`src/rtl/board_game_ctrl_if.sv`:
```
// Bundle of the controller's control inputs and board/score outputs.
// master = the side that drives clicks and commands (click decoder / bench),
// slave  = the game controller itself.
interface board_game_ctrl_if #(
    parameter int BOARD_N = 3,
    parameter int IDX_W   = 4,
    parameter int SCORE_W = 6
);
    localparam int CELLS = BOARD_N * BOARD_N;

    logic               start;
    logic               cell_valid;
    logic [IDX_W-1:0]   cell_idx;
    logic               restart;
    logic               reset_score;

    logic [CELLS-1:0]   x_matrix;
    logic [CELLS-1:0]   o_matrix;
    logic               turn_x;
    logic [2:0]         state;
    logic               display_start;
    logic               display_win_x;
    logic               display_win_o;
    logic               display_tie;
    logic               inc_x_score;
    logic               inc_o_score;
    logic [SCORE_W-1:0] score_x;
    logic [SCORE_W-1:0] score_o;
    logic [IDX_W:0]     move_count;

    modport master (
        output start, cell_valid, cell_idx, restart, reset_score,
        input  x_matrix, o_matrix, turn_x, state,
        input  display_start, display_win_x, display_win_o, display_tie,
        input  inc_x_score, inc_o_score, score_x, score_o, move_count
    );

    modport slave (
        input  start, cell_valid, cell_idx, restart, reset_score,
        output x_matrix, o_matrix, turn_x, state,
        output display_start, display_win_x, display_win_o, display_tie,
        output inc_x_score, inc_o_score, score_x, score_o, move_count
    );
endinterface

```
`src/rtl/board_game_ctrl.sv`:
```
// N x N tic-tac-toe game controller.
// Holds both occupancy matrices, turn, round state and saturating scores.
// Win detection walks one line per cycle (rows, columns, main diagonal,
// anti-diagonal) against the mover's matrix, so it scales with BOARD_N
// without a wide combinational compare tree.
// Optional feature macro: ALTERNATE_START_EN -- the first mover alternates
// between rounds (first_x flips each time a round is abandoned/finished).
module board_game_ctrl #(
    parameter int BOARD_N   = 3,
    parameter int IDX_W     = 4,
    parameter int SCORE_W   = 6,
    parameter int SCORE_MAX = 63
) (
    input logic              clk_100MHz,
    input logic              reset,
    board_game_ctrl_if.slave bus
);
    localparam int CELLS  = BOARD_N * BOARD_N;
    localparam int LINES  = 2 * BOARD_N + 2;
    localparam int LINE_W = $clog2(LINES);
    localparam int MC_W   = IDX_W + 1;

    localparam logic [MC_W-1:0]    CELLS_V   = MC_W'(CELLS);
    localparam logic [LINE_W-1:0]  LAST_LINE = LINE_W'(LINES - 1);
    localparam logic [SCORE_W-1:0] SCORE_CAP = SCORE_W'(SCORE_MAX);

    typedef enum logic [2:0] {
        START = 3'd0,
        PLAY  = 3'd1,
        CHECK = 3'd2,
        WIN_X = 3'd3,
        WIN_O = 3'd4,
        TIE   = 3'd5
    } state_t;

    // Cell mask of one winning line: rows first, then columns, then the
    // main diagonal and finally the anti-diagonal.
    function automatic logic [CELLS-1:0] line_mask_of(input int line);
        logic [CELLS-1:0] m;
        m = '0;
        for (int r = 0; r < BOARD_N; r++) begin
            for (int c = 0; c < BOARD_N; c++) begin
                if ((line < BOARD_N && r == line) ||
                    (line >= BOARD_N && line < 2 * BOARD_N && c == line - BOARD_N) ||
                    (line == 2 * BOARD_N && r == c) ||
                    (line == 2 * BOARD_N + 1 && r + c == BOARD_N - 1))
                    m[r * BOARD_N + c] = 1'b1;
            end
        end
        return m;
    endfunction

    logic [CELLS-1:0] line_mask [LINES];

    genvar gi;
    generate
        for (gi = 0; gi < LINES; gi++) begin : g_line
            assign line_mask[gi] = line_mask_of(gi);
        end
    endgenerate

    state_t             state_reg, state_next;
    logic [CELLS-1:0]   x_reg, x_next;
    logic [CELLS-1:0]   o_reg, o_next;
    logic               turn_x_reg, turn_x_next;
    logic [MC_W-1:0]    move_count_reg, move_count_next;
    logic [LINE_W-1:0]  line_idx_reg, line_idx_next;
    logic               inc_x_reg, inc_x_next;
    logic               inc_o_reg, inc_o_next;
    logic [SCORE_W-1:0] score_x_reg, score_x_next;
    logic [SCORE_W-1:0] score_o_reg, score_o_next;
    logic               round_first;
`ifdef ALTERNATE_START_EN
    logic               first_x_reg, first_x_next;
    assign round_first = first_x_reg;
`else
    assign round_first = 1'b1;
`endif

    logic [CELLS-1:0] occ_shift;
    logic [CELLS-1:0] click_bit;
    logic [CELLS-1:0] cur_mask;
    logic [CELLS-1:0] mover;
    logic             click_ok;
    logic             line_hit;

    // A click is legal only on an in-range cell that neither player holds.
    assign occ_shift = (x_reg | o_reg) >> bus.cell_idx;
    assign click_bit = CELLS'(1) << bus.cell_idx;
    assign click_ok  = bus.cell_valid && ({1'b0, bus.cell_idx} < CELLS_V) && !occ_shift[0];

    // Only the player who just moved can have completed a line.
    assign cur_mask = line_mask[line_idx_reg];
    assign mover    = turn_x_reg ? x_reg : o_reg;
    assign line_hit = (mover & cur_mask) == cur_mask;

    // State register and all round/score state.
    always_ff @(posedge clk_100MHz or posedge reset) begin
        if (reset) begin
            state_reg      <= START;
            x_reg          <= '0;
            o_reg          <= '0;
            turn_x_reg     <= 1'b1;
            move_count_reg <= '0;
            line_idx_reg   <= '0;
            inc_x_reg      <= 1'b0;
            inc_o_reg      <= 1'b0;
            score_x_reg    <= '0;
            score_o_reg    <= '0;
`ifdef ALTERNATE_START_EN
            first_x_reg    <= 1'b1;
`endif
        end else begin
            state_reg      <= state_next;
            x_reg          <= x_next;
            o_reg          <= o_next;
            turn_x_reg     <= turn_x_next;
            move_count_reg <= move_count_next;
            line_idx_reg   <= line_idx_next;
            inc_x_reg      <= inc_x_next;
            inc_o_reg      <= inc_o_next;
            score_x_reg    <= score_x_next;
            score_o_reg    <= score_o_next;
`ifdef ALTERNATE_START_EN
            first_x_reg    <= first_x_next;
`endif
        end
    end

    // Next-state logic: restart overrides everything, then per-state moves.
    always_comb begin
        state_next      = state_reg;
        x_next          = x_reg;
        o_next          = o_reg;
        turn_x_next     = turn_x_reg;
        move_count_next = move_count_reg;
        line_idx_next   = line_idx_reg;
        inc_x_next      = 1'b0;
        inc_o_next      = 1'b0;
`ifdef ALTERNATE_START_EN
        first_x_next    = first_x_reg;
`endif

        if (bus.restart && state_reg != START) begin
            // Any pending line scan is dropped, so no score pulse can follow.
            state_next      = START;
            x_next          = '0;
            o_next          = '0;
            move_count_next = '0;
            line_idx_next   = '0;
`ifdef ALTERNATE_START_EN
            first_x_next    = ~first_x_reg;
            turn_x_next     = ~first_x_reg;
`else
            turn_x_next     = 1'b1;
`endif
        end else begin
            case (state_reg)
                START: begin
                    if (bus.start) begin
                        state_next      = PLAY;
                        x_next          = '0;
                        o_next          = '0;
                        move_count_next = '0;
                        line_idx_next   = '0;
                        turn_x_next     = round_first;
                    end
                end
                PLAY: begin
                    if (click_ok) begin
                        if (turn_x_reg)
                            x_next = x_reg | click_bit;
                        else
                            o_next = o_reg | click_bit;
                        move_count_next = move_count_reg + MC_W'(1);
                        line_idx_next   = '0;
                        state_next      = CHECK;
                    end
                end
                CHECK: begin
                    if (line_hit) begin
                        state_next = turn_x_reg ? WIN_X : WIN_O;
                        inc_x_next = turn_x_reg;
                        inc_o_next = ~turn_x_reg;
                    end else if (line_idx_reg == LAST_LINE) begin
                        if (move_count_reg == CELLS_V) begin
                            state_next = TIE;
                        end else begin
                            turn_x_next = ~turn_x_reg;
                            state_next  = PLAY;
                        end
                    end else begin
                        line_idx_next = line_idx_reg + LINE_W'(1);
                    end
                end
                default: ;
            endcase
        end

        // Scores saturate; a coincident clear beats the increment.
        score_x_next = score_x_reg;
        score_o_next = score_o_reg;
        if (inc_x_next && score_x_reg < SCORE_CAP)
            score_x_next = score_x_reg + SCORE_W'(1);
        if (inc_o_next && score_o_reg < SCORE_CAP)
            score_o_next = score_o_reg + SCORE_W'(1);
        if (bus.reset_score) begin
            score_x_next = '0;
            score_o_next = '0;
        end
    end

    assign bus.x_matrix      = x_reg;
    assign bus.o_matrix      = o_reg;
    assign bus.turn_x        = turn_x_reg;
    assign bus.state         = state_reg;
    assign bus.move_count    = move_count_reg;
    assign bus.inc_x_score   = inc_x_reg;
    assign bus.inc_o_score   = inc_o_reg;
    assign bus.score_x       = score_x_reg;
    assign bus.score_o       = score_o_reg;
    assign bus.display_start = (state_reg == START);
    assign bus.display_win_x = (state_reg == WIN_X);
    assign bus.display_win_o = (state_reg == WIN_O);
    assign bus.display_tie   = (state_reg == TIE);
endmodule
```
`src/flat_wrapper.sv`:
```
// flat-port wrapper written by rule: the top's interface ports become plain ports
module board_game_ctrl_flat 
#(
    parameter int BOARD_N   = 3,
    parameter int IDX_W     = 4,
    parameter int SCORE_W   = 6,
    parameter int SCORE_MAX = 63
)
  (clk_100MHz, reset, bus_start, bus_cell_valid, bus_cell_idx, bus_restart, bus_reset_score, bus_x_matrix, bus_o_matrix, bus_turn_x, bus_state, bus_display_start, bus_display_win_x, bus_display_win_o, bus_display_tie, bus_inc_x_score, bus_inc_o_score, bus_score_x, bus_score_o, bus_move_count);
  board_game_ctrl_if #(.BOARD_N(BOARD_N), .IDX_W(IDX_W), .SCORE_W(SCORE_W)) bus_i ();
  input logic clk_100MHz;
  input logic reset;
  input wire logic [$bits(bus_i.start)-1:0] bus_start;
  input wire logic [$bits(bus_i.cell_valid)-1:0] bus_cell_valid;
  input wire logic [$bits(bus_i.cell_idx)-1:0] bus_cell_idx;
  input wire logic [$bits(bus_i.restart)-1:0] bus_restart;
  input wire logic [$bits(bus_i.reset_score)-1:0] bus_reset_score;
  output wire logic [$bits(bus_i.x_matrix)-1:0] bus_x_matrix;
  output wire logic [$bits(bus_i.o_matrix)-1:0] bus_o_matrix;
  output wire logic [$bits(bus_i.turn_x)-1:0] bus_turn_x;
  output wire logic [$bits(bus_i.state)-1:0] bus_state;
  output wire logic [$bits(bus_i.display_start)-1:0] bus_display_start;
  output wire logic [$bits(bus_i.display_win_x)-1:0] bus_display_win_x;
  output wire logic [$bits(bus_i.display_win_o)-1:0] bus_display_win_o;
  output wire logic [$bits(bus_i.display_tie)-1:0] bus_display_tie;
  output wire logic [$bits(bus_i.inc_x_score)-1:0] bus_inc_x_score;
  output wire logic [$bits(bus_i.inc_o_score)-1:0] bus_inc_o_score;
  output wire logic [$bits(bus_i.score_x)-1:0] bus_score_x;
  output wire logic [$bits(bus_i.score_o)-1:0] bus_score_o;
  output wire logic [$bits(bus_i.move_count)-1:0] bus_move_count;
  assign bus_i.start = bus_start;
  assign bus_i.cell_valid = bus_cell_valid;
  assign bus_i.cell_idx = bus_cell_idx;
  assign bus_i.restart = bus_restart;
  assign bus_i.reset_score = bus_reset_score;
  assign bus_x_matrix = bus_i.x_matrix;
  assign bus_o_matrix = bus_i.o_matrix;
  assign bus_turn_x = bus_i.turn_x;
  assign bus_state = bus_i.state;
  assign bus_display_start = bus_i.display_start;
  assign bus_display_win_x = bus_i.display_win_x;
  assign bus_display_win_o = bus_i.display_win_o;
  assign bus_display_tie = bus_i.display_tie;
  assign bus_inc_x_score = bus_i.inc_x_score;
  assign bus_inc_o_score = bus_i.inc_o_score;
  assign bus_score_x = bus_i.score_x;
  assign bus_score_o = bus_i.score_o;
  assign bus_move_count = bus_i.move_count;
  board_game_ctrl #(.BOARD_N(BOARD_N), .IDX_W(IDX_W), .SCORE_W(SCORE_W), .SCORE_MAX(SCORE_MAX)) u_core (.clk_100MHz(clk_100MHz), .reset(reset), .bus(bus_i));
endmodule
```
`config.mk`:
```
export PLATFORM = sky130hd
export DESIGN_NAME = board_game_ctrl_flat
export DESIGN_NICKNAME = d
export VERILOG_FILES = /design/src/rtl/board_game_ctrl_if.sv /design/src/rtl/board_game_ctrl.sv /design/src/flat_wrapper.sv
export SDC_FILE = /design/constraint.sdc
export NUM_CORES = 1
export LEC_CHECK = 0
export BUFFER_PORTS_ARGS = -buffer_cell sky130_fd_sc_hd__buf_2
export CAP_MARGIN = 20
export CORE_MARGIN = 2
export CORE_UTILIZATION = 50
export DETAILED_ROUTE_END_ITERATION = 8
export HOLD_SLACK_MARGIN = 0.08
export PLACE_DENSITY = 0.85
export SYNTH_ARGS = -nofsm -noshare
export SYNTH_HDL_FRONTEND = slang
export SYNTH_SLANG_ARGS = --single-unit
```
`constraint.sdc`:
```
create_clock -name clk_100MHz -period 2.8 [get_ports clk_100MHz]
set_clock_uncertainty 0.2 [all_clocks]
set_input_delay 0.7 -clock clk_100MHz [delete_from_list [all_inputs] [get_ports clk_100MHz]]
set_output_delay 0.7 -clock clk_100MHz [all_outputs]
set_load 0.02 [all_outputs]
```
==> metrics.md, run 1 <==
| Metric | Value |
|---|---|
| Status | finished clean |
| Max Cap Viol | 0 |
| First-pass GRT wire length | 11300 um |
| Synthesized net count | 303 |
| DRC violations left | 0 |
| Core area | 5440 um2 |
| Final hold vios | 0 |
| CTS H-tree depth | 2 |
| CTS tree | built |
| Slew Limit Fails | 0 |
| Layout cells sized above 1 | 0.306 |
| Synth area leader | dfrtp_1 |
| Initial cell density of the core | 0.510 |
| Share of total power in combinational logic | 0.421 |
| Grt ovf | 0 |
| Met1 Routed Length | 3000 um |
| Layout area overhead | 19.3% |
| Clock power share | 0.225 |
| Vias in the first global route | 2369 |
| Post-CTS Setup Bufs | 0 |
| Worst stage delay on the critical path | 0.41 ns |
| Most common cell after layout, fill and taps aside | buf_2 |
| Final setup viols | 0 |
| Drt first pass iters | 5 |
| WS Path Type | reg2reg |
| Sequential Power Share | 0.354 |
| Number of vias per cell | 5.89 |
| IO Pins | 55 |
| Share of the synthesized area in the top cell type | 0.388 |
| Slew headroom | 0.622 |
| Met3 wire length | 388 um |
| GPL Wtd Cong | 0.948 |
| Critical path, cell by cell | inv_1 -> ha_1 -> mux2_2 -> a22oi_4 -> nand3_4 -> or2_1 -> a211oi_4 -> mux2_4 |
| Vias | 2503 |
| RSZ-0062 raised after global routing | false |
| Asr flop ratio synth | 1.00 |
| Required @ worst endpoint | 2.78 ns |
| Placed instance count | 417 |
| Port-buffer cells | 54 |
| P_leak | 0.00164 uW |
| Skew-Pair Late Insertion Delay | 0.30 ns |
| Diode count | 0 |
| Switch Pwr | 831 uW |
| PD cells | 643 nW/um2 |
| Yosys warnings | 0 |
| CTS clk-pin slew, worst paths | 0.09 ns |
| Total track usage | 0.228 |
| Drt initial violations | 228 |
| Peak Freq | 375 MHz |
| Peak VDD IR | 0.000371 V |
| Cell count along the critical path | 8 |
| P_int | 1300 uW |
| Cells after synthesis | 283 |
| # rows | 27 |
| Antenna Nets Post-Route | 0 |
| TritonCTS buffer count | 5 |
| Initial antenna violation count | 0 |
| Flops & latches, synth | 44 |
| Die height | 78.5 um |
| WL per Instance | 15.9 um |
| Sw Share | 0.390 |
| Met2 routed WL | 3230 um |
| CTS Buffer Depth | 2 |
| Top Family by Delay on Critical Path | multiplexers |
| Die area | 6160 um2 |
| Clock root cell | clkbuf_8 |
| Post-layout minimum cycle time | 2.67 ns |
| Final non-filler cell total | 425 |
| EDFF count, synth | 0 |
| DR top layer | met4 |
| Critical path's slowest cell | dfrtp_1 |
| Clk sink count | 44 |
| CP max FO | 8 |
| Dominant cells by area after synthesis | dfrtp_1, nor2_1, ha_1, mux2i_1, mux2_2 |
| Gates resized, CTS repair | 0 |
| WP buf/inv | 1 |
| Worst-margin pin slew | 0.563 ns |
| Register area share after synthesis | 0.397 |
| R2R depth | 8 |
| CP Capture Type | flip-flop |
| Most frequent cells in the layout | buf_2, dfrtp_1, nor2_1, buf_4, nand2_1 |
| Critical path arrival | 2.65 ns |
| Syn Std Cell Area | 2770 um2 |
| Period utilisation layout | 0.953 |
| Setup crit start kind | flip-flop |
| Setup TNS | 0 ns |
| Final HPWL DP | 5070 um |
| Total wire length | 6740 um |
| Post-synthesis cell type count | 61 |
| Hold Crit Class | in2async |
| Hold buffers post-CTS | 0 |
| Final net count | 372 |
| Chip width | 78.5 um |
| Syn avg cell area | 9.80 um2 |
| Largest net degree at the start of global routing | 17 |
| Ys flop type | dfrtp_1 |
| Fill count | 443 |
[final timing paths]
| check | start | to | slack, ns |
|---|---|---|---|
| max | u_core.line_idx_reg[1]$_DFFE_PP0P_ | u_core.bus.state[1]$_DFFE_PP0P_ | 0.13 |
| min | reset | u_core.bus.score_o[0]$_DFFE_PP0P_ | 0.17 |
| max reg2reg | u_core.line_idx_reg[1]$_DFFE_PP0P_ | u_core.bus.state[1]$_DFFE_PP0P_ | 0.13 |
| min reg2reg | u_core.bus.move_count[4]$_DFFE_PP0P_ | u_core.bus.move_count[4]$_DFFE_PP0P_ | 0.34 |
| max in group asynchronous | reset | u_core.bus.turn_x$_DFFE_PP1P_ | 1.62 |
| min in group clk_100MHz | u_core.bus.move_count[4]$_DFFE_PP0P_ | u_core.bus.move_count[4]$_DFFE_PP0P_ | 0.34 |
[worst reg2reg max path: stages, from the launching register on]
cell and delay, ns:
dfrtp_1 0.41, inv_1 0.10, ha_1 0.32, mux2_2 0.30, a22oi_4 0.15, nand3_4 0.08
or2_1 0.35, a211oi_4 0.33, mux2_4 0.32
[Yosys cell counts, types with 2 or more instances]
cell,number
nor2_1,42
xnor2_1,6
a41oi_1,4
mux2_2,7
ha_1,10
o211ai_1,3
a22o_1,2
a22oi_4,2
nor2b_1,3
o2bb2ai_1,3
a31o_2,2
a32o_1,4
and3_1,8
nor3b_1,4
nand2_1,15
o21ai_0,12
nor4_1,6
o21ai_1,2
nand3_1,5
nand2b_1,2
nand3b_1,3
or4_1,2
buf_2,2
mux2_4,3
a31oi_1,6
and4_1,2
nand4_1,5
or3_1,3
inv_1,13
mux2i_1,11
clkbuf_1,7
o21a_1,2
dfrtp_1,43
a21oi_1,5
buf_6,3
nor3_1,6
[kinds of logic after synthesis]
family | count (synthesis) | share of synthesized area
simple gates | 116 | 0.225
compound gates | 60 | 0.179
flops | 44 | 0.397
buf+inv | 26 | 0.0501
mux | 21 | 0.0844
fa+ha+maj | 10 | 0.0451
xor+xnor | 6 | 0.0189
[power groups by stage]
| stage | Clock (uW) | Combinational, uW | Sequential [uW] |
|---|---|---|---|
| after global routing | 525 | 957 | 761 |
| final | 480 | 896 | 753 |
| after CTS | 489 | 885 | 751 |
| after floorplan | 0 | 600 | 782 |
| after detailed placement | 0 | 878 | 764 |
| after global placement | 0 | 861 | 761 |
[final cells by class]
cell class,instances,area [um2],area share
tap,72,90.1,0.0272
inverter,13,48.8,0.0147
clock inverter,2,35.0,0.0106
clock buffer,6,72.6,0.0219
timing repair buffer,75,428,0.129
multi-input combinational,213,1530,0.463
sequential,44,1100,0.333
[per-stage QoR]
step                hold WS, ns  total power (uW)  setup WS [ns]  area [um2]  utilization
floorplan                 0.336              1380          0.136        2770            -
global placement          0.323              1620         0.0812        3200        0.589
detailed placement        0.324              1640         0.0123        3200        0.589
CTS                       0.188              2120          0.127        3310        0.608
global route              0.189              2240         0.0195        3310        0.608
finish                    0.167              2130          0.130        3310        0.608
[layer usage]
| layer | GRT usage | vias up |
|---|---|---|
| li1 | - | 1169 |
| met1 | 0.310 | 1206 |
| met2 | 0.367 | 108 |
| met3 | 0.0437 | 20 |
| met4 | 0.0772 | 0 |
| met5 | 0 | - |
Note: power is estimated with default switching activity, not from simulation.
==> run 2, diff against run 1 <==
CORE_MARGIN = default   (was 2)
MAX_ROUTING_LAYER = met4   (was default)
RECOVER_POWER = 100   (was default)
==> metrics.md, run 2 (synthesis gave the netlist of run 1 again) <==
| Metric | Value |
|---|---|
| WS Path Type | reg2reg (unchanged) |
| Vias | 2509 (was 2503) |
| Critical path arrival | 2.67 ns (was 2.65 ns) |
| Final HPWL DP | 5290 um (was 5070 um) |
| Peak VDD IR | 0.000297 V (was 0.000371 V) |
| P_leak | 0.00142 uW (was 0.00164 uW) |
| Slew Limit Fails | 0 (unchanged) |
| Fill count | 483 (was 443) |
| Initial antenna violation count | 0 (unchanged) |
| PD cells | 631 nW/um2 (was 643 nW/um2) |
| GPL Wtd Cong | 0.877 (was 0.948) |
| Worst-margin pin slew | 1.08 ns (was 0.563 ns) |
| Drt first pass iters | 5 (unchanged) |
| Port-buffer cells | 54 (unchanged) |
| Hold Crit Class | reg2reg (was in2async) |
| Grt ovf | 0 (unchanged) |
| RR Startpoint | u_core.line_idx_reg[0]$_DFFE_PP0P_ (was u_core.line_idx_reg[1]$_DFFE_PP0P_) |
| Largest net degree at the start of global routing | 45 (was 17) |
| Final hold vios | 0 (unchanged) |
| Clock power share | 0.190 (was 0.225) |
| Worst hold slack | 0.352 ns (was 0.167 ns) |
| Core area | 5240 um2 (was 5440 um2) |
| Sequential Power Share | 0.375 (was 0.354) |
| Clk sink count | 44 (unchanged) |
| CTS clk-pin slew, worst paths | 0.08 ns (was 0.09 ns) |
| TritonCTS buffer count | 5 (unchanged) |
| Vias in the first global route | 2461 (was 2369) |
| Layout cells sized above 1 | 0.165 (was 0.306) |
| Diode count | 0 (unchanged) |
| R2R Setup Slk | 0.12 ns (was 0.13 ns) |
| Required @ worst endpoint | 2.79 ns (was 2.78 ns) |
| Gates resized, CTS repair | 0 (unchanged) |
| P_int | 1180 uW (was 1300 uW) |
| Final net count | 372 (unchanged) |
| Most common cell after layout, fill and taps aside | clkbuf_1 (was buf_2) |
| Min-delay src | u_core.bus.o_matrix[5]$_DFFE_PP0P_ |
| Final setup viols | 0 (unchanged) |
| Antenna Nets Post-Route | 0 (unchanged) |
| # rows | 26 (was 27) |
| Hold path cells | 2 |
| Status | finished clean (unchanged) |
| Seq. cell area | 1100 um2 (unchanged) |
| Period utilisation layout | 0.957 (was 0.953) |
| Switch Pwr | 836 uW (was 831 uW) |
| R2R depth | 8 (unchanged) |
| Die area | 5850 um2 (was 6160 um2) |
| Post-CTS Setup Bufs | 0 (unchanged) |
| IO Pins | 55 (unchanged) |
| Setup TNS | 0 ns (unchanged) |
| Skew-Pair Late Insertion Delay | 0.30 ns (about the same) |
| Hold buffers post-CTS | 0 (unchanged) |
| Slew headroom | 0.281 (was 0.622) |
| CP Capture Type | flip-flop (unchanged) |
| Multi-input logic area | 1520 um2 (was 1530 um2) |
| Sw Share | 0.415 (was 0.390) |
| CP max FO | 6 (was 8) |
| CTS tree | built (unchanged) |
| Max Cap Viol | 0 (unchanged) |
| CTS H-tree depth | 2 (unchanged) |
| Die height | 76.5 um (was 78.5 um) |
| Most frequent cells in the layout | clkbuf_1, dfrtp_1, nor2_1, nand2_1, buf_4 (was buf_2, dfrtp_1, nor2_1, buf_4, nand2_1) |
| Layout area overhead | 15.0% (was 19.3%) |
| Initial cell density of the core | 0.530 (was 0.510) |
| Share of total power in combinational logic | 0.435 (was 0.421) |
| First-pass GRT wire length | 12200 um (was 11300 um) |
| RR Endpoint | u_core.bus.state[1]$_DFFE_PP0P_ (unchanged) |
| RSZ-0062 raised after global routing | false (unchanged) |
| Drt initial violations | 276 (was 228) |
| Setup crit start kind | flip-flop (unchanged) |
| WL per Instance | 16.7 um (was 15.9 um) |
| Number of vias per cell | 5.95 (was 5.89) |
| Worst Hold End | u_core.bus.o_matrix[5]$_DFFE_PP0P_ |
| Total track usage | 0.270 (was 0.228) |
| CTS Buffer Depth | 2 (unchanged) |
| Post-layout minimum cycle time | 2.68 ns (was 2.67 ns) |
| DRC violations left | 0 (unchanged) |
| Chip width | 76.5 um (was 78.5 um) |
| Clock root cell | clkbuf_8 (unchanged) |
| Peak Freq | 373 MHz (was 375 MHz) |
| Total wire length | 7050 um (was 6740 um) |
-- run 2: changes by cell type in the layout (fill, tap and decap cells not counted), sizes merged --
cell,before,now
inv,12,13
clkinv,2,1
buf,75,25
bufinv,1,0
clkbuf,6,56
-- run 2: per-stage QoR --
stage	utilization	setup slack, ns	total power (uW)	instance area (um2)	std cells
after floorplan	-	0.136	1380	2770	283
after global placement	0.611	0.0722	1620	3200	415
after detailed placement	0.611	0.0504	1660	3200	415
after CTS	0.626	0.113	2040	3280	422
after global routing	0.609	0.00821	2140	3190	422
final	0.609	0.119	2010	3190	422
-- run 2: worst max path at each step --
stage,start,end,slack [ns],cells after the start
after floorplan,u_core.line_idx_reg[0]$_DFFE_PP0P_,u_core.bus.state[1]$_DFFE_PP0P_,0.14,9
after global placement,bus_cell_idx[0],u_core.bus.state[2]$_DFFE_PP0P_,0.07,7
after detailed placement,bus_cell_idx[0],u_core.bus.state[1]$_DFFE_PP0P_,0.05,7
after CTS,u_core.line_idx_reg[0]$_DFFE_PP0P_,u_core.bus.state[1]$_DFFE_PP0P_,0.11,8
after global routing,u_core.line_idx_reg[0]$_DFFE_PP0P_,u_core.bus.score_x[5]$_DFFE_PP0P_,0.008,8
final,u_core.line_idx_reg[0]$_DFFE_PP0P_,u_core.bus.state[1]$_DFFE_PP0P_,0.12,8
-- run 2: critical path, cell delays in order (launching register included) --
cell      delay [ns]
dfrtp_1         0.38
inv_1           0.17
ha_1            0.30
mux2_2          0.30
a22oi_4         0.14
nand3_4         0.09
or2_1           0.34
a211oi_4        0.32
mux2_4          0.33
-- run 2: cell type report --
| type | count | area share |
|---|---|---|
| Multi-Input combinational cell | 213 | 0.477 |
| Tap cell | 70 | 0.0275 |
| Clock inverter | 1 | 0.00157 |
| Timing Repair Buffer | 75 | 0.111 |
| Sequential cell | 44 | 0.345 |
| Inverter | 13 | 0.0153 |
| Clock buffer | 6 | 0.0227 |
-- run 2: power groups by stage --
stage / Clock (uW) / Sequential (uW) / Combinational [uW]
global route: 428 / 762 / 946
global placement: 0 / 765 / 854
detailed placement: 0 / 765 / 890
floorplan: 0 / 782 / 600
CTS: 389 / 753 / 895
finish: 382 / 754 / 876
-- run 2: layer usage --
layer | GRT usage | wire [um] | vias up
met2 | 0.405 | 3280 | 122
li1 | - | - | 1173
met1 | 0.369 | 3180 | 1195
met3 | 0.0467 | 452 | 19
met5 | - | 0 | -
met4 | 0.0942 | 140 | 0
